**src/rtl/seg_pkg.sv**
```systemverilog
// seg_pkg: shared constants, scan state type and leading-zero helper for seg_scan_ctrl
package seg_pkg;

    localparam int NDIG = 4;
    localparam logic [3:0] AN_OFF = 4'b1111;

    typedef enum logic {DISP, GAP} state_t;

    // True when nibbles i..3 of v are all zero, i.e. digit i is a leading zero
    function automatic logic lz_blank(input logic [15:0] v, input logic [1:0] i);
        return (v >> {i, 2'b00}) == 16'h0;
    endfunction

endpackage

```
**src/rtl/seg_scan_ctrl_if.sv**
```systemverilog
// seg_scan_ctrl_if: load/value/lz_en in, bcd/an/load_ack out of the scan controller
interface seg_scan_ctrl_if;

    logic        load;
    logic [15:0] value;
    logic        lz_en;
    logic [3:0]  bcd;
    logic [3:0]  an;
    logic        load_ack;

    modport master (output load, value, lz_en, input bcd, an, load_ack);
    modport slave  (input load, value, lz_en, output bcd, an, load_ack);

endinterface

```
**src/rtl/scan_timer.sv**
```systemverilog
// scan_timer: slot counter with terminal count for the DISP/GAP phases; ports clk, reset, state in, tc out
module scan_timer
    import seg_pkg::*;
#(
    parameter int DIV = 1000,
    parameter int GAP = 50
) (
    input  logic   clk,
    input  logic   reset,
    input  state_t state,
    output logic   tc
);

    localparam int CW = $clog2(DIV);
    localparam logic [CW-1:0] DISP_LAST = CW'(DIV - GAP - 1);
    localparam logic [CW-1:0] GAP_LAST  = CW'(GAP - 1);

    logic [CW-1:0] cnt_q, cnt_d;

    always_comb begin
        tc    = (state == seg_pkg::DISP) ? (cnt_q == DISP_LAST) : (cnt_q == GAP_LAST);
        cnt_d = tc ? '0 : cnt_q + CW'(1);
    end

    always_ff @(posedge clk) begin
        if (reset) cnt_q <= '0;
        else       cnt_q <= cnt_d;
    end

endmodule

```
**src/rtl/seg_scan_ctrl.sv**
```systemverilog
// seg_scan_ctrl: 4-digit multiplexed display scanner; ports clk, reset, bus (slave: load/value/lz_en in, bcd/an/load_ack out)
module seg_scan_ctrl
    import seg_pkg::*;
#(
    parameter int DIV = 1000,
    parameter int GAP = 50
) (
    input  logic           clk,
    input  logic           reset,
    seg_scan_ctrl_if.slave bus
);

    state_t      state_q, state_d;
    logic [1:0]  idx_q, idx_d;
    logic [15:0] active_q, active_d, shadow_q, shadow_d;
    logic        pending_q, pending_d, ack_q, ack_d;
    logic [3:0]  an_q, an_d;
    logic        tc, boundary, commit;

    scan_timer #(.DIV(DIV), .GAP(GAP)) u_timer (
        .clk   (clk),
        .reset (reset),
        .state (state_q),
        .tc    (tc)
    );

    // an is computed from next-state values so the registered anode lines up with the new slot
    always_comb begin
        boundary  = tc && state_q == seg_pkg::GAP && idx_q == 2'd3;
        commit    = boundary && (pending_q || bus.load);
        state_d   = tc ? ((state_q == seg_pkg::DISP) ? seg_pkg::GAP : seg_pkg::DISP) : state_q;
        idx_d     = (tc && state_q == seg_pkg::GAP) ? idx_q + 2'd1 : idx_q;
        shadow_d  = bus.load ? bus.value : shadow_q;
        active_d  = commit ? (bus.load ? bus.value : shadow_q) : active_q;
        pending_d = boundary ? 1'b0 : (bus.load || pending_q);
        ack_d     = commit;
        an_d      = (state_d == seg_pkg::DISP &&
                     !(bus.lz_en && idx_d != 2'd0 && lz_blank(active_d, idx_d)))
                    ? ~(4'b0001 << idx_d) : AN_OFF;
    end

    always_ff @(posedge clk) begin
        if (reset) begin
            state_q   <= seg_pkg::GAP;
            idx_q     <= 2'd3;
            active_q  <= '0;
            shadow_q  <= '0;
            pending_q <= 1'b0;
            ack_q     <= 1'b0;
            an_q      <= AN_OFF;
        end else begin
            state_q   <= state_d;
            idx_q     <= idx_d;
            active_q  <= active_d;
            shadow_q  <= shadow_d;
            pending_q <= pending_d;
            ack_q     <= ack_d;
            an_q      <= an_d;
        end
    end

    assign bus.bcd      = active_q[{idx_q, 2'b00} +: 4];
    assign bus.an       = an_q;
    assign bus.load_ack = ack_q;

endmodule

```
**src/flat_wrapper.sv**
```systemverilog
// flat-port wrapper written by rule: the top's interface ports become plain ports
module seg_scan_ctrl_flat import seg_pkg::*;
#(
    parameter int DIV = 1000,
    parameter int GAP = 50
)
  (clk, reset, bus_load, bus_value, bus_lz_en, bus_bcd, bus_an, bus_load_ack);
  seg_scan_ctrl_if bus_i ();
  input  logic clk;
  input  logic reset;
  input wire logic [$bits(bus_i.load)-1:0] bus_load;
  input wire logic [$bits(bus_i.value)-1:0] bus_value;
  input wire logic [$bits(bus_i.lz_en)-1:0] bus_lz_en;
  output wire logic [$bits(bus_i.bcd)-1:0] bus_bcd;
  output wire logic [$bits(bus_i.an)-1:0] bus_an;
  output wire logic [$bits(bus_i.load_ack)-1:0] bus_load_ack;
  assign bus_i.load = bus_load;
  assign bus_i.value = bus_value;
  assign bus_i.lz_en = bus_lz_en;
  assign bus_bcd = bus_i.bcd;
  assign bus_an = bus_i.an;
  assign bus_load_ack = bus_i.load_ack;
  seg_scan_ctrl #(.DIV(DIV), .GAP(GAP)) u_core (.clk(clk), .reset(reset), .bus(bus_i));
endmodule
```
**config.mk**
```make
export PLATFORM = sky130hd
export DESIGN_NAME = seg_scan_ctrl_flat
export DESIGN_NICKNAME = d
export VERILOG_FILES = /design/src/rtl/seg_pkg.sv /design/src/rtl/seg_scan_ctrl_if.sv /design/src/rtl/scan_timer.sv /design/src/rtl/seg_scan_ctrl.sv /design/src/flat_wrapper.sv
export SDC_FILE = /design/constraint.sdc
export NUM_CORES = 1
export LEC_CHECK = 0
export BUFFER_PORTS_ARGS = -buffer_cell sky130_fd_sc_hd__buf_2
export CORE_MARGIN = 5
export CORE_UTILIZATION = 30
export CTS_BUF_LIST = sky130_fd_sc_hd__clkbuf_4 sky130_fd_sc_hd__clkbuf_8
export DETAILED_ROUTE_END_ITERATION = 8
export SYNTH_ARGS = -nofsm -noshare
export SYNTH_HDL_FRONTEND = slang
export SYNTH_SLANG_ARGS = --single-unit
```
**constraint.sdc**
```tcl
create_clock -name clk -period 4.3 [get_ports clk]
set_input_delay 0.86 -clock clk [delete_from_list [all_inputs] [get_ports clk]]
set_output_delay 0.86 -clock clk [all_outputs]
set_load 0.01 [all_outputs]
```
Word level (Yosys, flattened, before mapping):

Cells that the tools add are included.

* output and inout port bits: 9
* logic and storage cells: 38
* flip-flop bits (word level): 51
* input port bits: 20

* mux-type cells: 6
* equal/unequal tests: 3
* reductions and logical operators: 13
* bitwise operators: 3
* shifts and indexed selects: 3
* $add $sub $neg: 2

Operators by type and width (count)
* $mux W16: 2
* $logic_not A16 Y1: 1
* $shiftx A16 B5 Y4: 1
* $shr A16 B4 Y16: 1
* $add A10 B1 Y10 const B: 1
* $eq A10 B10 Y1 const B: 1
* $eq A10 B6 Y1 const B: 1
* $logic_and A1 B1 Y1: 6
* $reduce_or A2 Y1: 3
* $not A4 Y4: 1
* $shl A1 B2 Y4 const A: 1
* $mux W1: 3
* $add A2 B1 Y2 const B: 1
* $eq A2 B2 Y1 const B: 1
* $mux W2: 1
* $not A1 Y1: 2
* $reduce_bool A2 Y1: 1
* $logic_not A1 Y1: 1
* $logic_or A1 B1 Y1: 1

Logic depth before layout (Yosys ltp):

* depth after elaboration: 13
* gate-level depth with buffers: 11
* gate-level depth less buffers: 9

Hierarchy:

From an unflattened synthesis, not the netlist that was laid out.

* cells, all modules: 220
* area, all modules: 2215.9 µm²

By module, submodules not included
* seg_scan_ctrl: seq. area each 820.8 µm², area each 1691.6 µm², times used 1, cells an instance 170
* scan_timer: seq. area each 200.2 µm², area each 524.3 µm², times used 1, cells an instance 50

Least setup slack after synthesis:

No wires, ideal clock.

* path type: flip-flop to flip-flop
* start: register u_core.u_timer.cnt_q[2]
* end: register u_core.an_q[1], in the netlist u_core.bus.an[1]
* clock period less this slack: 2.231 ns
* path slack: 2.069 ns
* setup time: 0.084 ns
* cell stages (with the launch flop): 12
* buffers on the path: 3
* arrival: 2.146 ns
* data required time: 4.216 ns
* path through: dfxtp_1 > clkbuf_1 > nor3_1 > nand3b_1 > a21oi_1 > clkbuf_1 > ha_1 > buf_1 > nand4b_1 > o22ai_1 > nor2_1 > o31ai_2

* longest elaborated chain between the ends: 13
* elaborated cells on any way between the ends: 21
* those cells by class: 2 x eq/ne; 2 x shift; 4 x mux; 3 x bitwise; 10 x reduce/logical

RTL lines
* from (decl): RTL line scan_timer.sv:18 `logic [CW-1:0] cnt_q, cnt_d;`
* from (signal assigned): RTL line scan_timer.sv:27 `else cnt_q <= cnt_d;`
* $eq A10 B10 Y1 or $eq A10 B6 Y1 (tied branches): RTL line scan_timer.sv:21 `tc = (state == seg_pkg::DISP) ? (cnt_q == DISP_LAST) : (cnt_q == GAP_LAST);`
* $mux W1 *: RTL line scan_timer.sv:21
* $logic_and A1 B1 Y1: RTL line seg_scan_ctrl.sv:29, seg_scan_ctrl.sv:32
* $logic_and A1 B1 Y1: RTL line seg_scan_ctrl.sv:29 `boundary = tc && state_q == seg_pkg::GAP && idx_q == 2'd3;`
* $logic_and A1 B1 Y1: RTL line seg_scan_ctrl.sv:30 `commit = boundary && (pending_q || bus.load);`
* $mux W16: RTL line seg_scan_ctrl.sv:34 `active_d = commit ? (bus.load ? bus.value : shadow_q) : active_q;`
* $shr A16 B4 Y16: RTL line seg_pkg.sv:11 `return (v >> {i, 2'b00}) == 16'h0;`
* $logic_not A16 Y1: RTL line seg_pkg.sv:11
* $logic_and A1 B1 Y1: RTL line seg_scan_ctrl.sv:38 `!(bus.lz_en && idx_d != 2'd0 && lz_blank(active_d, idx_d)))`
* $logic_not A1 Y1: RTL line seg_scan_ctrl.sv:38
* $logic_and A1 B1 Y1: RTL line seg_scan_ctrl.sv:37 `an_d = (state_d == seg_pkg::DISP &&`
* $not A1 Y1 (no line)
* $reduce_or A2 Y1 (no line)
* to (signal assigned): RTL line seg_scan_ctrl.sv:58 `an_q <= an_d;`
* to (decl): RTL line seg_scan_ctrl.sv:17 `logic [3:0] an_q, an_d;`

Mark *: on every way between the ends. The rest lies on a longest branch, timed or not.
A chain may end at the register's enable or synchronous reset.

Worst setup path after layout:

* start: register u_core.idx_q[0]
* end: output port bus_bcd[0]

* longest elaborated chain between the ends: 1

RTL lines
* from (decl): RTL line seg_scan_ctrl.sv:14 `logic [1:0] idx_q, idx_d;`
* from (signal assigned): RTL line seg_scan_ctrl.sv:53 `idx_q <= idx_d;`
* $shiftx A16 B5 Y4: RTL line seg_scan_ctrl.sv:62 `assign bus.bcd = active_q[{idx_q, 2'b00} +: 4];`
* to (decl): RTL line flat_wrapper.sv:14 `output wire logic [$bits(bus_i.bcd)-1:0] bus_bcd;`

Every way passes these cells.

==> summary.txt <==
Outcome
  • Outcome: finished clean

Setup path
  • Worst EP required: 3.44 ns
  • Setup crit start: u_core.idx_q[0]
  • CP Data Arrival Time: 1.74 ns
  • Critical Path Source Type: register
  • Startpoint of the worst register-to-register path: u_core.u_timer.cnt_q[7]
  • Type of the worst setup path: reg2out
  • Critical path capture point type: output pin
  • Crit Path Max Fanout: 14

Hold path
  • Worst hold-check path type: reg2reg
  • Startpoint of the worst hold path: u_core.u_timer.cnt_q[0]

Placed design
  • Cell Area, Placed: 2340 um2
  • Routability-driven placement congestion ratio: 0.798
  • Count of input and output buffers: 28
  • Final HPWL DP: 3.16 mm

STA
  • RSZ-0062 raised after global routing: false
  • Final worst path period share: 0.605
  • Shortest period the worst path allows: 2.60 ns
  • Achievable clock frequency: 384 MHz
  • Count of endpoints failing setup in the final report: 0
  • Final total negative setup slack: 0 ns
  • Count of final max-slew check failures: 0
  • Clock tree skew after final layout: 0.00410 ns
  • Tightest slew margin relative to the limit: 0.444
  • Final hold violation count: 0
  • Tightest Pin Transition: 0.834 ns

Synthesis
  • Total number of yosys warnings: 0
  • Number of nets produced by synthesis: 244
  • Area share of the leading cell type in the synthesized netlist: 0.478
  • Commonest register cell after synthesis: sky130_fd_sc_hd__dfxtp_1
  • Sequential area share after synthesis: 0.478
  • #FFs+latches synth: 51
  • Ranking of synthesized cells by area: sky130_fd_sc_hd__dfxtp_1 (48%), sky130_fd_sc_hd__mux2i_1 (7.5%), sky130_fd_sc_hd__nor2_1 (7.2%), sky130_fd_sc_hd__a211oi_1 (6.3%), sky130_fd_sc_hd__mux4_2 (4.2%)
  • FFs w/ async S/R, synth: 0
  • Most numerous cell types in the synthesized netlist: sky130_fd_sc_hd__dfxtp_1 (51), sky130_fd_sc_hd__nor2_1 (41), sky130_fd_sc_hd__a211oi_1 (18), sky130_fd_sc_hd__mux2i_1 (16), sky130_fd_sc_hd__nor3_1 (13)
  • Synthesized instance count: 220
  • Post-synthesis cell type with the largest combined area: sky130_fd_sc_hd__dfxtp_1
  • Syn_area_per_cell: 9.71 um2
  • Number of enable flip-flop cells after synthesis: 0
  • Most common cell in the synthesized netlist: sky130_fd_sc_hd__dfxtp_1
  • Summed instance area of the synthesized netlist: 2140 um2
  • Number of distinct standard cells referenced by the synthesized netlist: 37

Clocking
  • CTS tree: built
  • Maximum number of buffers from clock root to sink: 2
  • CTS Root Cell: sky130_fd_sc_hd__clkbuf_8
  • Setup Fix Bufs, Post-CTS: 0
  • Skew-Pair Late Insertion Delay: 0.30 ns
  • Total clock sinks: 51
  • Clock input transition at the sequential cells of the worst setup and hold paths: 0.08 ns
  • Resize count post-CTS: 0
  • CTS HTree Levels: 2
  • Number of CTS-inserted buffers: 5
  • Total of hold buffers inserted after clock tree synthesis: 0

Finish
  • Total inserted antenna cells: 0
  • Multi-input logic area: 1040 um2
  • Finished Cell Area: 2420 um2
  • Register Area: 1020 um2
  • Count of nets after finishing: 266
  • Layout cells sized above 1: 0.174
  • Relative area change from synthesis to final layout: 13.2%
  • Layout filler cell count: 693

Global route
  • GRT met2 Usage: 0.163
  • Global routing met3 resource utilization: 0.0390
  • First-pass GRT wire length: 7.46 mm
  • Remaining global-route overflow: 0
  • Most Used Layer, Global Route: met2
  • Number of antenna violations at the first check in global routing: 0
  • Vias in the first global route: 1560
  • Global routing usage summed across all routing layers: 0.105
  • Global Route met1 Usage: 0.140
  • Pin count of the biggest net entering global routing: 48

Route
  • DRC violation count after routing: 0
  • Number of vias in the routed layout: 1579
  • Detail Route Antenna Nets: 0
  • Wirelength per Cell: 13.0 um
  • Via density: 4.69
  • Detailed Routing Iterations Pass 1: 4
  • Total wirelength of the detailed-routed design: 4.38 mm
  • 1st-iter DRT viols: 34

Power and ir drop
  • Worst VDD drop: 0.000206 V
  • Pwr/cell area: 330 nW/um2
  • Leak pwr: 0.934 nW

Die
  • Number of rows created at floorplan: 30
  • Initial Utilization: 0.311
  • Chip Height: 94.4 um
  • Chip Width: 94.4 um
  • Core region area: 6870 um2
  • Die Footprint: 8910 um2
  • Number of placed I/O pins: 29

Flow run
  • Maximum capacitance violations: 0
registers in the layout, summed over array words and instances (netlist names):
| signal | flops |
|---|---|
| u_core.bus.load_ack | 1 |
| u_core.idx_q | 2 |
| u_core.state_q | 1 |
| u_core.active_q | 16 |
| u_core.shadow_q | 16 |
| u_core.pending_q | 1 |
| u_core.u_timer.cnt_q | 10 |
| u_core.bus.an | 4 |
layout make-up:
class | count | area share
multi-input combinational | 152 | 0.430
sequential | 51 | 0.422
inverter | 2 | 0.00310
timing repair buffer | 30 | 0.0641
tap | 96 | 0.0496
clock buffer | 6 | 0.0315
placed cells by master, fill, tap and decap left out, types with 3 or more instances in the layout:
cell,synthesis,routed
sky130_fd_sc_hd__a211oi_1,18,18
sky130_fd_sc_hd__ha_1,4,4
sky130_fd_sc_hd__nor3_1,13,13
sky130_fd_sc_hd__mux2i_1,16,16
sky130_fd_sc_hd__clkbuf_8,0,5
sky130_fd_sc_hd__o21ai_0,3,3
sky130_fd_sc_hd__dfxtp_1,51,51
sky130_fd_sc_hd__nand2_1,6,6
sky130_fd_sc_hd__nand3_1,4,4
sky130_fd_sc_hd__mux4_2,4,4
sky130_fd_sc_hd__or4_1,6,6
sky130_fd_sc_hd__buf_2,1,28
sky130_fd_sc_hd__nand4_1,4,4
sky130_fd_sc_hd__xor2_1,7,7
sky130_fd_sc_hd__nor2_1,41,41
logic make-up (layout without fill, tap and decap cells):
| kind of cell | after synthesis | after routing | share of synthesized area |
|---|---|---|---|
| muxes | 21 | 21 | 0.124 |
| buffers and inverters | 17 | 38 | 0.0357 |
| AOI/OAI and AO/OA | 29 | 29 | 0.0966 |
| adders and majority gates | 4 | 4 | 0.0234 |
| xor gates and xnor gates | 9 | 9 | 0.0369 |
| DFF | 51 | 51 | 0.478 |
| and+or+nand+nor | 89 | 89 | 0.206 |
stage by stage:
step | hold WS (ns) | setup slack (ns) | util | cells | total power [mW]
2_1_floorplan | 0.455 | 2.07 | - | 220 | 0.536
3_3_place_gp | 0.473 | 1.62 | 0.341 | 331 | 0.553
3_5_place_dp | 0.476 | 1.55 | 0.341 | 331 | 0.554
4_1_cts | 0.489 | 1.69 | 0.352 | 337 | 0.808
5_1_grt | 0.525 | 1.39 | 0.352 | 337 | 0.838
6_report | 0.486 | 1.70 | 0.352 | 337 | 0.798
worst max-delay path, stage by stage (launching register included):
cell                      delay [ns]
sky130_fd_sc_hd__dfxtp_1        0.69
sky130_fd_sc_hd__mux4_2         0.60
sky130_fd_sc_hd__buf_2          0.16
final timing paths:
| path | endpoint | slack, ns | depth (start not counted) |
|---|---|---|---|
| max | bus_bcd[0] | 1.70 | 2 |
| min | u_core.u_timer.cnt_q[0] | 0.49 | 1 |
| max reg2reg | u_core.bus.an[1] | 1.75 | 7 |
| min reg2reg | u_core.u_timer.cnt_q[0] | 0.49 | 1 |
per-layer routing:
layer / routed length, um / share of wire
met1: 2200 / 0.50
met4: 40 / 0.0091
met3: 252 / 0.057
met2: 1890 / 0.43
met5: 0 / 0
power breakdown:
part / switching, mW / leakage (nW) / total, mW / internal, mW
sequential: 0.00645 / 0.415 / 0.490 / 0.484
clock: 0.140 / 0.0406 / 0.255 / 0.115
combinational: 0.0299 / 0.478 / 0.0524 / 0.0225
total: 0.176 / 0.934 / 0.798 / 0.621
Note: power is estimated with default switching activity, not from simulation.
